<file path="src/rtl/fetch_sequencer.sv">
// Program-counter owner for the front end: issues ROM reads, absorbs the one-cycle
// ROM latency, and hands instructions to decode through a 2-entry valid/ready queue.
module fetch_sequencer #(
  parameter int unsigned         X_LENGTH   = 32,
  parameter int unsigned         ADDR_WIDTH = 5,
  parameter logic [X_LENGTH-1:0] RESET_PC   = '0
) (
  input  logic                  clk,
  input  logic                  rst_n,
  input  logic                  enable,
  input  logic                  redirect_valid,
  input  logic [X_LENGTH-1:0]   redirect_pc,
  output logic [ADDR_WIDTH-1:0] rom_address,
  input  logic [X_LENGTH-1:0]   rom_q,
  output logic                  out_valid,
  input  logic                  out_ready,
  output logic [X_LENGTH-1:0]   out_instruction,
  output logic [X_LENGTH-1:0]   out_pc
);

  localparam logic [X_LENGTH-1:0] PC_STEP    = X_LENGTH'(4);
  localparam logic [X_LENGTH-1:0] ALIGN_MASK = ~X_LENGTH'(3);
  localparam logic [X_LENGTH-1:0] RESET_BASE = RESET_PC & ALIGN_MASK;

  // Queue head lives directly in the out_* registers; tail is the second entry.
  logic [X_LENGTH-1:0] fetch_pc;
  logic                inflight;
  logic [X_LENGTH-1:0] inflight_pc;
  logic                tail_valid;
  logic [X_LENGTH-1:0] tail_instruction;
  logic [X_LENGTH-1:0] tail_pc;

  logic [X_LENGTH-1:0] redirect_base_c;
  logic [X_LENGTH-1:0] issue_pc_c;
  logic [1:0]          count_c;
  logic [2:0]          credit_c;
  logic                pop_c;
  logic                push_c;
  logic                issue_c;

  logic [X_LENGTH-1:0] fetch_pc_n;
  logic                head_valid_n;
  logic [X_LENGTH-1:0] head_instruction_n;
  logic [X_LENGTH-1:0] head_pc_n;
  logic                tail_valid_n;
  logic [X_LENGTH-1:0] tail_instruction_n;
  logic [X_LENGTH-1:0] tail_pc_n;

  assign redirect_base_c = redirect_pc & ALIGN_MASK;
  assign issue_pc_c      = redirect_valid ? redirect_base_c : fetch_pc;
  assign rom_address     = rst_n ? issue_pc_c[ADDR_WIDTH+1:2] : RESET_BASE[ADDR_WIDTH+1:2];

  // Credit check: a read issued now must find a free slot when it returns.
  assign pop_c    = out_valid && out_ready;
  assign count_c  = 2'(out_valid) + 2'(tail_valid);
  assign credit_c = 3'(count_c) + 3'(inflight) - 3'(pop_c);
  assign issue_c  = enable && (redirect_valid || (credit_c < 3'd2));
  assign push_c   = inflight && !redirect_valid;

  always_comb begin
    fetch_pc_n         = fetch_pc;
    head_valid_n       = out_valid;
    head_instruction_n = out_instruction;
    head_pc_n          = out_pc;
    tail_valid_n       = tail_valid;
    tail_instruction_n = tail_instruction;
    tail_pc_n          = tail_pc;

    if (issue_c) begin
      fetch_pc_n = issue_pc_c + PC_STEP;
    end else if (redirect_valid) begin
      fetch_pc_n = redirect_base_c;
    end

    if (redirect_valid) begin
      head_valid_n = 1'b0;
      tail_valid_n = 1'b0;
    end else begin
      if (pop_c) begin
        head_valid_n = tail_valid;
        if (tail_valid) begin
          head_instruction_n = tail_instruction;
          head_pc_n          = tail_pc;
        end
        tail_valid_n = 1'b0;
      end
      if (push_c) begin
        if (!head_valid_n) begin
          head_valid_n       = 1'b1;
          head_instruction_n = rom_q;
          head_pc_n          = inflight_pc;
        end else begin
          tail_valid_n       = 1'b1;
          tail_instruction_n = rom_q;
          tail_pc_n          = inflight_pc;
        end
      end
    end
  end

  always_ff @(posedge clk) begin
    if (!rst_n) begin
      fetch_pc         <= RESET_BASE;
      inflight         <= 1'b0;
      inflight_pc      <= '0;
      out_valid        <= 1'b0;
      out_instruction  <= '0;
      out_pc           <= '0;
      tail_valid       <= 1'b0;
      tail_instruction <= '0;
      tail_pc          <= '0;
    end else begin
      fetch_pc         <= fetch_pc_n;
      inflight         <= issue_c;
      if (issue_c) begin
        inflight_pc <= issue_pc_c;
      end
      out_valid        <= head_valid_n;
      out_instruction  <= head_instruction_n;
      out_pc           <= head_pc_n;
      tail_valid       <= tail_valid_n;
      tail_instruction <= tail_instruction_n;
      tail_pc          <= tail_pc_n;
    end
  end

endmodule

</file>
<file path="config.mk">
export PLATFORM = sky130hd
export DESIGN_NAME = fetch_sequencer
export DESIGN_NICKNAME = d
export VERILOG_FILES = /design/src/rtl/fetch_sequencer.sv
export SDC_FILE = /design/constraint.sdc
export NUM_CORES = 1
export LEC_CHECK = 0
export BUFFER_PORTS_ARGS = -buffer_cell sky130_fd_sc_hd__buf_4
export CAP_MARGIN = 20
export CORE_UTILIZATION = 35
export CTS_BUF_LIST = sky130_fd_sc_hd__clkbuf_8
export DETAILED_ROUTE_END_ITERATION = 6
export MAX_ROUTING_LAYER = met4
export PLACE_DENSITY = 0.55
export REMOVE_ABC_BUFFERS = 1
export SETUP_SLACK_MARGIN = 0.05
export SYNTH_ARGS = -nofsm -noshare
export SYNTH_HDL_FRONTEND = slang
export SYNTH_SLANG_ARGS = --single-unit
</file>
<file path="constraint.sdc">
create_clock -name clk -period 3.4 [get_ports clk]
set_input_delay 0.34 -clock clk [delete_from_list [all_inputs] [get_ports clk]]
set_output_delay 0.34 -clock clk [all_outputs]
set_load 0.01 [all_outputs]
</file>
==> out/metrics.csv <==
stage,metric,value,unit
worst_setup_path,Worst Path Max Fanout,16,
power_and_ir_drop,power share of the clock group,0.337,
global_route,initial antenna violation count,0,
clock_network,Skew-Pair Late Insertion Delay,0.45,ns
synthesis,leading post-synthesis cells by instance count,"dfxtp_1 (195), nand2_1 (156), a21oi_1 (75)",
global_route,Congestion Overflow GR,0,
power_and_ir_drop,Final Power,0.00435,W
worst_hold_path,HP Class,in2reg,
floorplanning,total core area,0.0234,mm2
clock_network,hold_buf cts,0,
worst_setup_path,CP startpoint kind,register,
power_and_ir_drop,combinational share of power,0.108,
global_route,largest net degree at the start of global routing,83,
global_route,first-pass GRT wire length,35500,um
synthesis,Synth top area share,0.470,
power_and_ir_drop,Static Leak,3.70,nW
place,dpl hpwl,13300,um
flow_run,max_cap viols,0,
synthesis,cell taking the most area after synthesis,dfxtp_1,
finish,NumNets Final,1058,
floorplanning,die area,0.0244,mm2
clock_network,Clock Sinks,195,
routing,detailed-route via count,6966,
finish,area grow syn2layout,19.4,%
sta,Worst-Margin Slew,0.959,ns
clock_network,# resized after CTS,0,
synthesis,most frequent cell after synthesis,dfxtp_1,
floorplanning,I/O pins,139,
sta,Layout Skew,0.0152,ns
synthesis,Cells after Synth,900,
routing,drt total wl,22300,um
synthesis,asr flop ratio synth,0,
power_and_ir_drop,Flop pwr share,0.555,
worst_setup_path,Crit. End Element,register,
routing,average wire per standard cell,17.0,um
clock_network,CTS Buf Count,17,
finish,Final Core Density,0.424,
finish,# diodes,0,
clock_network,CTS tree,built,
worst_setup_path,Setup CP Type,reg2reg,
floorplanning,starting density of the core,0.355,
synthesis,Synth area leaders,"dfxtp_1 (47%), o221a_2 (8.7%), nand2_1 (7.0%)",
power_and_ir_drop,sw power,0.00113,W
sta,"Hold Vio Cnt, Final",0,
floorplanning,Die H,156,um
clock_network,Clock Path Buffers,2,
worst_setup_path,Worst Path Required,3.75,ns
clock_network,H-tree depth,4,
synthesis,post-synthesis cell type count,57,
clock_network,Post-CTS Setup Repair Bufs,0,
power_and_ir_drop,pwr/cell area,439,mW/mm2
sta,Final Critical Period,2.88,ns
synthesis,synthesized area per cell,9.23,um2
routing,# DRC,0,
floorplanning,DIE WIDTH,156,um
synthesis,synth warn,0,
place,I/O Buffers,136,
global_route,Global Route Usage Sum,0.189,
power_and_ir_drop,Switching Fraction,0.260,
sta,relative slew slack,0.361,
status,status,"finished, final reports clean",
synthesis,Post-Synthesis Cell Area,0.00831,mm2
power_and_ir_drop,Power Internal,0.00322,W
routing,number of vias per cell,5.29,
synthesis,Synth Register Bits,195,
sta,max-slew violations,0,
synthesis,top_reg_cell synth,dfxtp_1,
synthesis,sequential area share after synthesis,0.470,
synthesis,number of flops mapped to enable cells by yosys,0,
finish,layout cells sized above 1,0.268,
place,GP Congestion,0.755,
clock_network,clk slew on worst S/H paths,0.10,ns
sta,fin crit share,0.846,
clock_network,Root Driver,clkbuf_8,
floorplanning,# rows,56,
worst_setup_path,"Arr. time, crit path",3.23,ns
sta,Final setup viols,0,
routing,antenna-violating nets left,0,
routing,DR iter-0 viols,338,
power_and_ir_drop,Peak VDD IR,0.209,mV
sta,RSZ-0062 raised after global routing,no,
global_route,vias in the first global route,6552,
finish,FILL cells,2373,
sta,Fmax achieved,348,MHz
routing,first drt pass iteration count,5,
-- sequential cells by signal, indices dropped and copies added (netlist names) --
register / flops
tail_instruction: 32
inflight_pc: 32
inflight: 1
fetch_pc: 32
out_valid: 1
tail_pc: 32
out_pc: 32
tail_valid: 1
out_instruction: 32
-- per-stage QoR --
stage | hold slack (ns) | area, um2 | std cells | setup TNS [ns] | setup WS (ns)
after floorplan | 0.417 | 7940 | 816 | -18.67 | -0.290
after global placement | 0.442 | 9540 | 1286 | 0 | 0.446
after detailed placement | 0.447 | 9540 | 1286 | 0 | 0.405
after CTS | 0.0984 | 9920 | 1317 | 0 | 0.497
after global routing | 0.0937 | 9920 | 1317 | 0 | 0.348
final | 0.132 | 9920 | 1317 | 0 | 0.524
-- kinds of logic after synthesis --
logic type,count (synthesis),synth area share
simple gates,298,0.167
compound gates,273,0.266
flops,195,0.470
buf+inv,95,0.0495
mux,31,0.0379
xor+xnor,5,0.00527
fa+ha+maj,3,0.00452
-- placed cells by master, fill, tap and decap left out, types with 3 or more instances in the layout --
| cell type | synthesis | final |
|---|---|---|
| dfxtp_1 | 195 | 195 |
| nand2_1 | 156 | 154 |
| buf_4 | 3 | 147 |
| a21oi_1 | 75 | 75 |
| o22a_1 | 64 | 64 |
| o221a_2 | 64 | 64 |
| nor2_1 | 48 | 48 |
| a211oi_1 | 28 | 28 |
| mux2i_1 | 27 | 27 |
| clkbuf_8 | 0 | 20 |
| nand3_1 | 16 | 16 |
| nor3_1 | 15 | 15 |
| inv_1 | 11 | 11 |
| o31ai_1 | 9 | 9 |
| nor4_1 | 8 | 8 |
| or4_1 | 8 | 8 |
| and3_1 | 8 | 8 |
| nand4_1 | 6 | 6 |
| nand3b_1 | 5 | 5 |
| o21a_1 | 5 | 5 |
| xnor2_1 | 5 | 5 |
| and2_1 | 6 | 4 |
| mux2_2 | 4 | 4 |
| nor2b_1 | 4 | 4 |
| o21ai_0 | 4 | 4 |
| o31a_1 | 4 | 4 |
| buf_12 | 0 | 4 |
| ha_1 | 3 | 3 |
| clkinvlp_4 | 0 | 3 |
-- final timing paths --
kind | endpoint | slack [ns] | startpoint | depth (start not counted)
worst min register to register | tail_pc[26]$_SDFFE_PN0P_ | 0.46 | tail_pc[26]$_SDFFE_PN0P_ | 2
worst max-delay path | fetch_pc[19]$_SDFF_PN0_ | 0.52 | out_valid$_SDFF_PP0_ | 10
worst min-delay path | tail_instruction[17]$_SDFFE_PN0P_ | 0.13 | rom_q[17] | 3
worst max register to register | fetch_pc[19]$_SDFF_PN0_ | 0.52 | out_valid$_SDFF_PP0_ | 10
-- layout make-up --
cell class / instances / area [um2] / area share
multi-input cells: 610 / 4010 / 0.404
clock inverters: 11 / 104 / 0.0105
repair buffers: 151 / 1180 / 0.119
clock buffers: 20 / 275 / 0.0277
well taps: 319 / 399 / 0.0402
flip-flops and latches: 195 / 3900 / 0.393
inverters: 11 / 43.8 / 0.00441
-- worst max-delay path, stage by stage, from the launching register on --
cell and delay [ns]:
dfxtp_1 0.35, and2_1 0.20, ha_1 0.28, inv_1 0.04
ha_1 0.25, a21oi_1 0.18, mux2i_1 0.20, buf_4 0.20
nand3_2 0.31, or4_1 0.60, and3_1 0.17
-- power by group through the flow --
| stage | combinational (W) | sequential, W | clock [W] |
|---|---|---|---|
| 2_1_floorplan | 0.000224 | 0.00247 | 0 |
| 3_3_place_gp | 0.000473 | 0.00247 | 0 |
| 3_5_place_dp | 0.000475 | 0.00247 | 0 |
| 4_1_cts | 0.000477 | 0.00241 | 0.00153 |
| 5_1_grt | 0.000518 | 0.00243 | 0.00161 |
| 6_report | 0.000470 | 0.00241 | 0.00147 |
-- routing by layer --
layer  GRT usage  share of wire
met1       0.250           0.50
met2       0.304           0.46
met3      0.0331          0.038
met4      0.0341         0.0053
met5           -              0
(Power assumes the default switching activity.)
